**config.mk**
```make
export PLATFORM = sky130hd
export DESIGN_NAME = countersel_key_ctrl
export DESIGN_NICKNAME = d
export VERILOG_FILES = /design/src/rtl/countersel_key_ctrl.sv
export SDC_FILE = /design/constraint.sdc
export NUM_CORES = 1
export LEC_CHECK = 0
export BUFFER_PORTS_ARGS = -buffer_cell sky130_fd_sc_hd__buf_2
export CAP_MARGIN = 20
export CORE_AREA = 8 8 103 81
export DETAILED_ROUTE_END_ITERATION = 8
export DIE_AREA = 0 0 111 89
export GPL_TIMING_DRIVEN = 1
export SKIP_LAST_GASP = 1
export SLEW_MARGIN = 20
export SYNTH_ARGS = -nofsm -noshare
export SYNTH_HDL_FRONTEND = slang
export SYNTH_SLANG_ARGS = --single-unit
```
**constraint.sdc**
```tcl
create_clock -name clk -period 3.8 [get_ports clk]
set_clock_uncertainty 0.05 [all_clocks]
set_input_delay 0.76 -clock clk [delete_from_list [all_inputs] [get_ports clk]]
set_output_delay 0.76 -clock clk [all_outputs]
set_load 0.02 [all_outputs]
```
**src/rtl/countersel_key_ctrl.sv**
```systemverilog
// Two-button front end for countersel: synchronizes and debounces key_next/key_prev
// and steps a 2-bit select code forward/backward, with a one-cycle update strobe.
module countersel_key_ctrl #(
    parameter int DEBOUNCE_CYCLES = 1000000,
    parameter int CNT_W           = 20
) (
    input  logic       clk,
    input  logic       rst,
    input  logic       key_next,
    input  logic       key_prev,
    output logic [1:0] D_out,
    output logic       D_update,
    output logic       key_busy
);

    typedef enum logic [1:0] {
        IDLE,
        PRESS_WAIT,
        HELD,
        RELEASE_WAIT
    } key_state_t;

    localparam logic [CNT_W-1:0] CNT_MAX = CNT_W'(DEBOUNCE_CYCLES - 1);
    localparam logic [CNT_W-1:0] CNT_ONE = CNT_W'(1);

    // Index 0 is key_next, index 1 is key_prev throughout.
    logic [1:0]       raw;
    logic [1:0]       sync1;
    logic [1:0]       sync2;
    logic [1:0]       warm;
    logic [1:0]       blocked;
    logic [1:0]       press;
    logic [1:0]       pend;
    logic [1:0]       req;
    key_state_t       st  [2];
    logic [CNT_W-1:0] cnt [2];

    assign raw = {key_prev, key_next};

    always_comb begin
        press = 2'b00;
        for (int k = 0; k < 2; k++) begin
            press[k] = (st[k] == PRESS_WAIT) && (cnt[k] == CNT_MAX) && sync2[k];
        end
        req = pend | press;
    end

    always_ff @(posedge clk or posedge rst) begin
        if (rst) begin
            sync1    <= 2'b00;
            sync2    <= 2'b00;
            warm     <= 2'b00;
            blocked  <= 2'b11;
            pend     <= 2'b00;
            D_out    <= 2'b00;
            D_update <= 1'b0;
            key_busy <= 1'b0;
            for (int k = 0; k < 2; k++) begin
                st[k]  <= IDLE;
                cnt[k] <= '0;
            end
        end else begin
            sync1 <= raw;
            sync2 <= sync1;
            warm  <= {warm[0], 1'b1};

            // A key held through reset stays locked out until the synchronized
            // level (valid once warm[1] is set) shows it released.
            for (int k = 0; k < 2; k++) begin
                if (blocked[k]) begin
                    st[k]  <= IDLE;
                    cnt[k] <= '0;
                    if (warm[1] && !sync2[k]) begin
                        blocked[k] <= 1'b0;
                    end
                end else begin
                    case (st[k])
                        IDLE: begin
                            if (sync2[k]) begin
                                st[k]  <= PRESS_WAIT;
                                cnt[k] <= '0;
                            end
                        end
                        PRESS_WAIT: begin
                            if (!sync2[k]) begin
                                st[k]  <= IDLE;
                                cnt[k] <= '0;
                            end else if (cnt[k] == CNT_MAX) begin
                                st[k] <= HELD;
                            end else begin
                                cnt[k] <= cnt[k] + CNT_ONE;
                            end
                        end
                        HELD: begin
                            if (!sync2[k]) begin
                                st[k]  <= RELEASE_WAIT;
                                cnt[k] <= '0;
                            end
                        end
                        RELEASE_WAIT: begin
                            if (sync2[k]) begin
                                st[k] <= HELD;
                            end else if (cnt[k] == CNT_MAX) begin
                                st[k] <= IDLE;
                            end else begin
                                cnt[k] <= cnt[k] + CNT_ONE;
                            end
                        end
                        default: begin
                            st[k]  <= IDLE;
                            cnt[k] <= '0;
                        end
                    endcase
                end
            end

            // A press arriving right after an update is parked for one cycle so
            // the strobe never stays high on back-to-back cycles.
            if (D_update) begin
                pend     <= req;
                D_update <= 1'b0;
            end else begin
                pend <= 2'b00;
                if (req == 2'b01) begin
                    D_out    <= D_out + 2'd1;
                    D_update <= 1'b1;
                end else if (req == 2'b10) begin
                    D_out    <= D_out - 2'd1;
                    D_update <= 1'b1;
                end else begin
                    D_update <= 1'b0;
                end
            end

            key_busy <= (st[0] == HELD) || (st[0] == RELEASE_WAIT) ||
                        (st[1] == HELD) || (st[1] == RELEASE_WAIT);
        end
    end

endmodule

```
==> out/qor.yml <==
seq_area_frac_synth_pct: 44.59
syn_inst: 347
hold_viol: 0
final_nets: 361
cts_buffer_depth: 2
cp_data_required_time_ns: 3.97
tightest_slew_ns: 0.8979
cts-resized-gates: 0
synthTopCellsByArea: "dfrtp_1 43%, nand2_1 4.7%, mux2i_1 4.3%"
dieHeight_um: 89
cts_buffers: 9
start_util_pct: 48.89
ir_drop_v: 0.0002573
cp-start-kind: "flop"
grt_max_degree: 44
endpoint_kind: "flop"
grt_antenna_before_repair: 0
critPathMaxFanout: 15
yosysMostFrequentCell: "dfrtp_1"
worstSetupPathType: "flop to flop"
io_pins: 8
cts_tree: "yes"
fp.dieArea_um2: 9879
rows: 26
grt_pass1_vias: 2567
final.period_utilization_pct: 68.26
post_drt_wl_per_cell_um: 16.94
grt_use_total_pct: 16.22
post_cts_buffers: 0
synth_edf_count: 0
diodes: 0
pwr_density_cell_nw_per_um2: 378.0
syn_area_um2: 3261
firstDrtPassIters: 5
vias_per_cell: 6.255
drv_slew: 0
route.detailed.drc: 0
hold_buffers: 0
setup_viol_count_final: 0
dpl-instance-area_um2: 3364
via_count: 2771
slew_headroom_pct: 40.05
clk_pin_slew_ns: 0.07
htree_levels: 3
grt-ovfl-total: 0
async_flop_share_pct: 100.0
cts.sinks: 58
synthTopCellsByCount: "56 x dfrtp_1, 41 x nand2_1, 17 x nand3_1, 16 x a21oi_1, 16 x nand4_1"
yosys_warnings: 0
outcome: "finished, final reports clean"
port-buffer-count: 7
drt-total-wl_mm: 7.504
arrival_ns: 2.76
worstHoldPathType: "flop to flop"
synth_nets: 354
synth_top_area_share_pct: 42.98
finalCoreUtilization_pct: 53.73
post-dp-hpwl_mm: 5.253
fin_crit_ns: 2.594
final_cell_area_um2: 3583
root_buffer: "clkbuf_8"
ant_nets: 0
ys_dominant_reg_cell: "dfrtp_1"
netlist-cell-type-count: 54
clk_latency_ns: 0.34
yosysTopAreaCell: "dfrtp_1"
routabilityCongestion: 0.8873
die_w_um: 111
syn_to_final_growth_pct: 9.900
tns_ns: 0
core_area_um2: 6669
synth-seq-cells: 58
cap_violations: 0
grt_pass1_wl_mm: 13.05
rsz0062_at_grt: "false"
drive_gt1_share_pct: 11.14
syn_area_per_cell_um2: 9.397
drt_iter0_drc: 295
clock.fmax_mhz: 385.5
leakagePower_nw: 1.455
path summary, 6_finish.rpt:
kind                                          start              endpoint  slack [ns]  cells after the start
worst max register to register  cnt[26]$_DFFE_PP0P_  D_out[1]$_DFFE_PP0P_        1.21                      9
worst min register to register    warm[0]$_DFF_PP0_     warm[1]$_DFF_PP0_        0.30                      0
worst max-delay path            cnt[26]$_DFFE_PP0P_  D_out[1]$_DFFE_PP0P_        1.21                      9
min in group asynchronous                       rst   cnt[18]$_DFFE_PP0P_        0.56                      2
max in group asynchronous                       rst  blocked[0]$_DFF_PP1_        2.31                      3
worst min-delay path              warm[0]$_DFF_PP0_     warm[1]$_DFF_PP0_        0.30                      0
area by class of cell:
type	instances	area (µm²)
clock inverters	5	77.57
clock buffers	11	141.4
well taps	84	105.1
flip-flops and latches	58	1454
repair buffers	11	65.06
fillers	601	3085
inverters	14	52.55
multi-input cells	260	1688
cell families (layout without fill, tap and decap cells):
logic type / count (synthesis) / after routing / share of synthesized area, %
XOR/XNOR: 5 / 5 / 1.343
AO/OA/AOI/OAI: 81 / 81 / 17.04
adder cells (fa/ha/maj): 3 / 3 / 1.151
flip-flops: 58 / 58 / 44.59
other: 1 / 1 / 0.1150
AND/OR/NAND/NOR: 156 / 156 / 27.82
buffers and inverters: 29 / 41 / 3.645
multiplexers: 14 / 14 / 4.298
flip-flops by register name, summed over array words and instances (netlist names):
register,cells
D_out,2
blocked,2
sync1,2
cnt,40
key_busy,1
warm,2
pend,2
st,4
sync2,2
D_update,1
where the power goes:
| group | internal [mW] | switching (mW) |
|---|---|---|
| clock | 0.385 | 0.251 |
| sequential | 0.628 | 0.0142 |
| combinational | 0.0229 | 0.0531 |
stage by stage:
| stage | hold WS [ns] | power [mW] | std cells | setup WS (ns) |
|---|---|---|---|---|
| after global routing | 0.3054 | 1.410 | 443 | 1.015 |
| after CTS | 0.3043 | 1.372 | 443 | 1.197 |
| after floorplan | 0.2812 | 0.7069 | 347 | 1.355 |
| after detailed placement | 0.2879 | 0.7306 | 427 | 1.216 |
| after global placement | 0.2837 | 0.7293 | 427 | 1.270 |
| final | 0.3003 | 1.355 | 443 | 1.206 |
routing by layer:
metal / track usage [%] / share of wire [%]
met2: 21.44 / 39
met3: 4.695 / 7.0
met5: 0 / 0
met1: 24.15 / 53
met4: 5.257 / 1.1
worst max-delay path, cell delays in order (launching register included):
cell and delay, ns:
dfrtp_1 0.46, or4_4 0.57, nor4_4 0.26, buf_4 0.25, a41oi_1 0.16, inv_1 0.10, ha_1 0.22, nor2_1 0.19
nand2_1 0.10, xnor2_1 0.13
placed cells by master (no fill, tap or decap), drive strengths merged, types with 4 or more instances in the layout:
cell type  synthesis  final
nor2               9      9
or4               16     16
o211ai             4      4
nor3               8      8
nand2b             7      7
a211oi            10     10
xnor2              4      4
nand4             16     16
nor4              12     12
buf                2     11
inv               14     14
and2               5      5
mux2i             14     14
and4               4      4
dfrtp             56     56
clkbuf            13     11
nand2             41     41
a21o               4      4
a31oi              6      6
nand3             17     17
or3                5      5
and3               5      5
o21ai             12     12
a21oi             16     16
o31ai              8      8
Power figures use the tool's default switching activity.
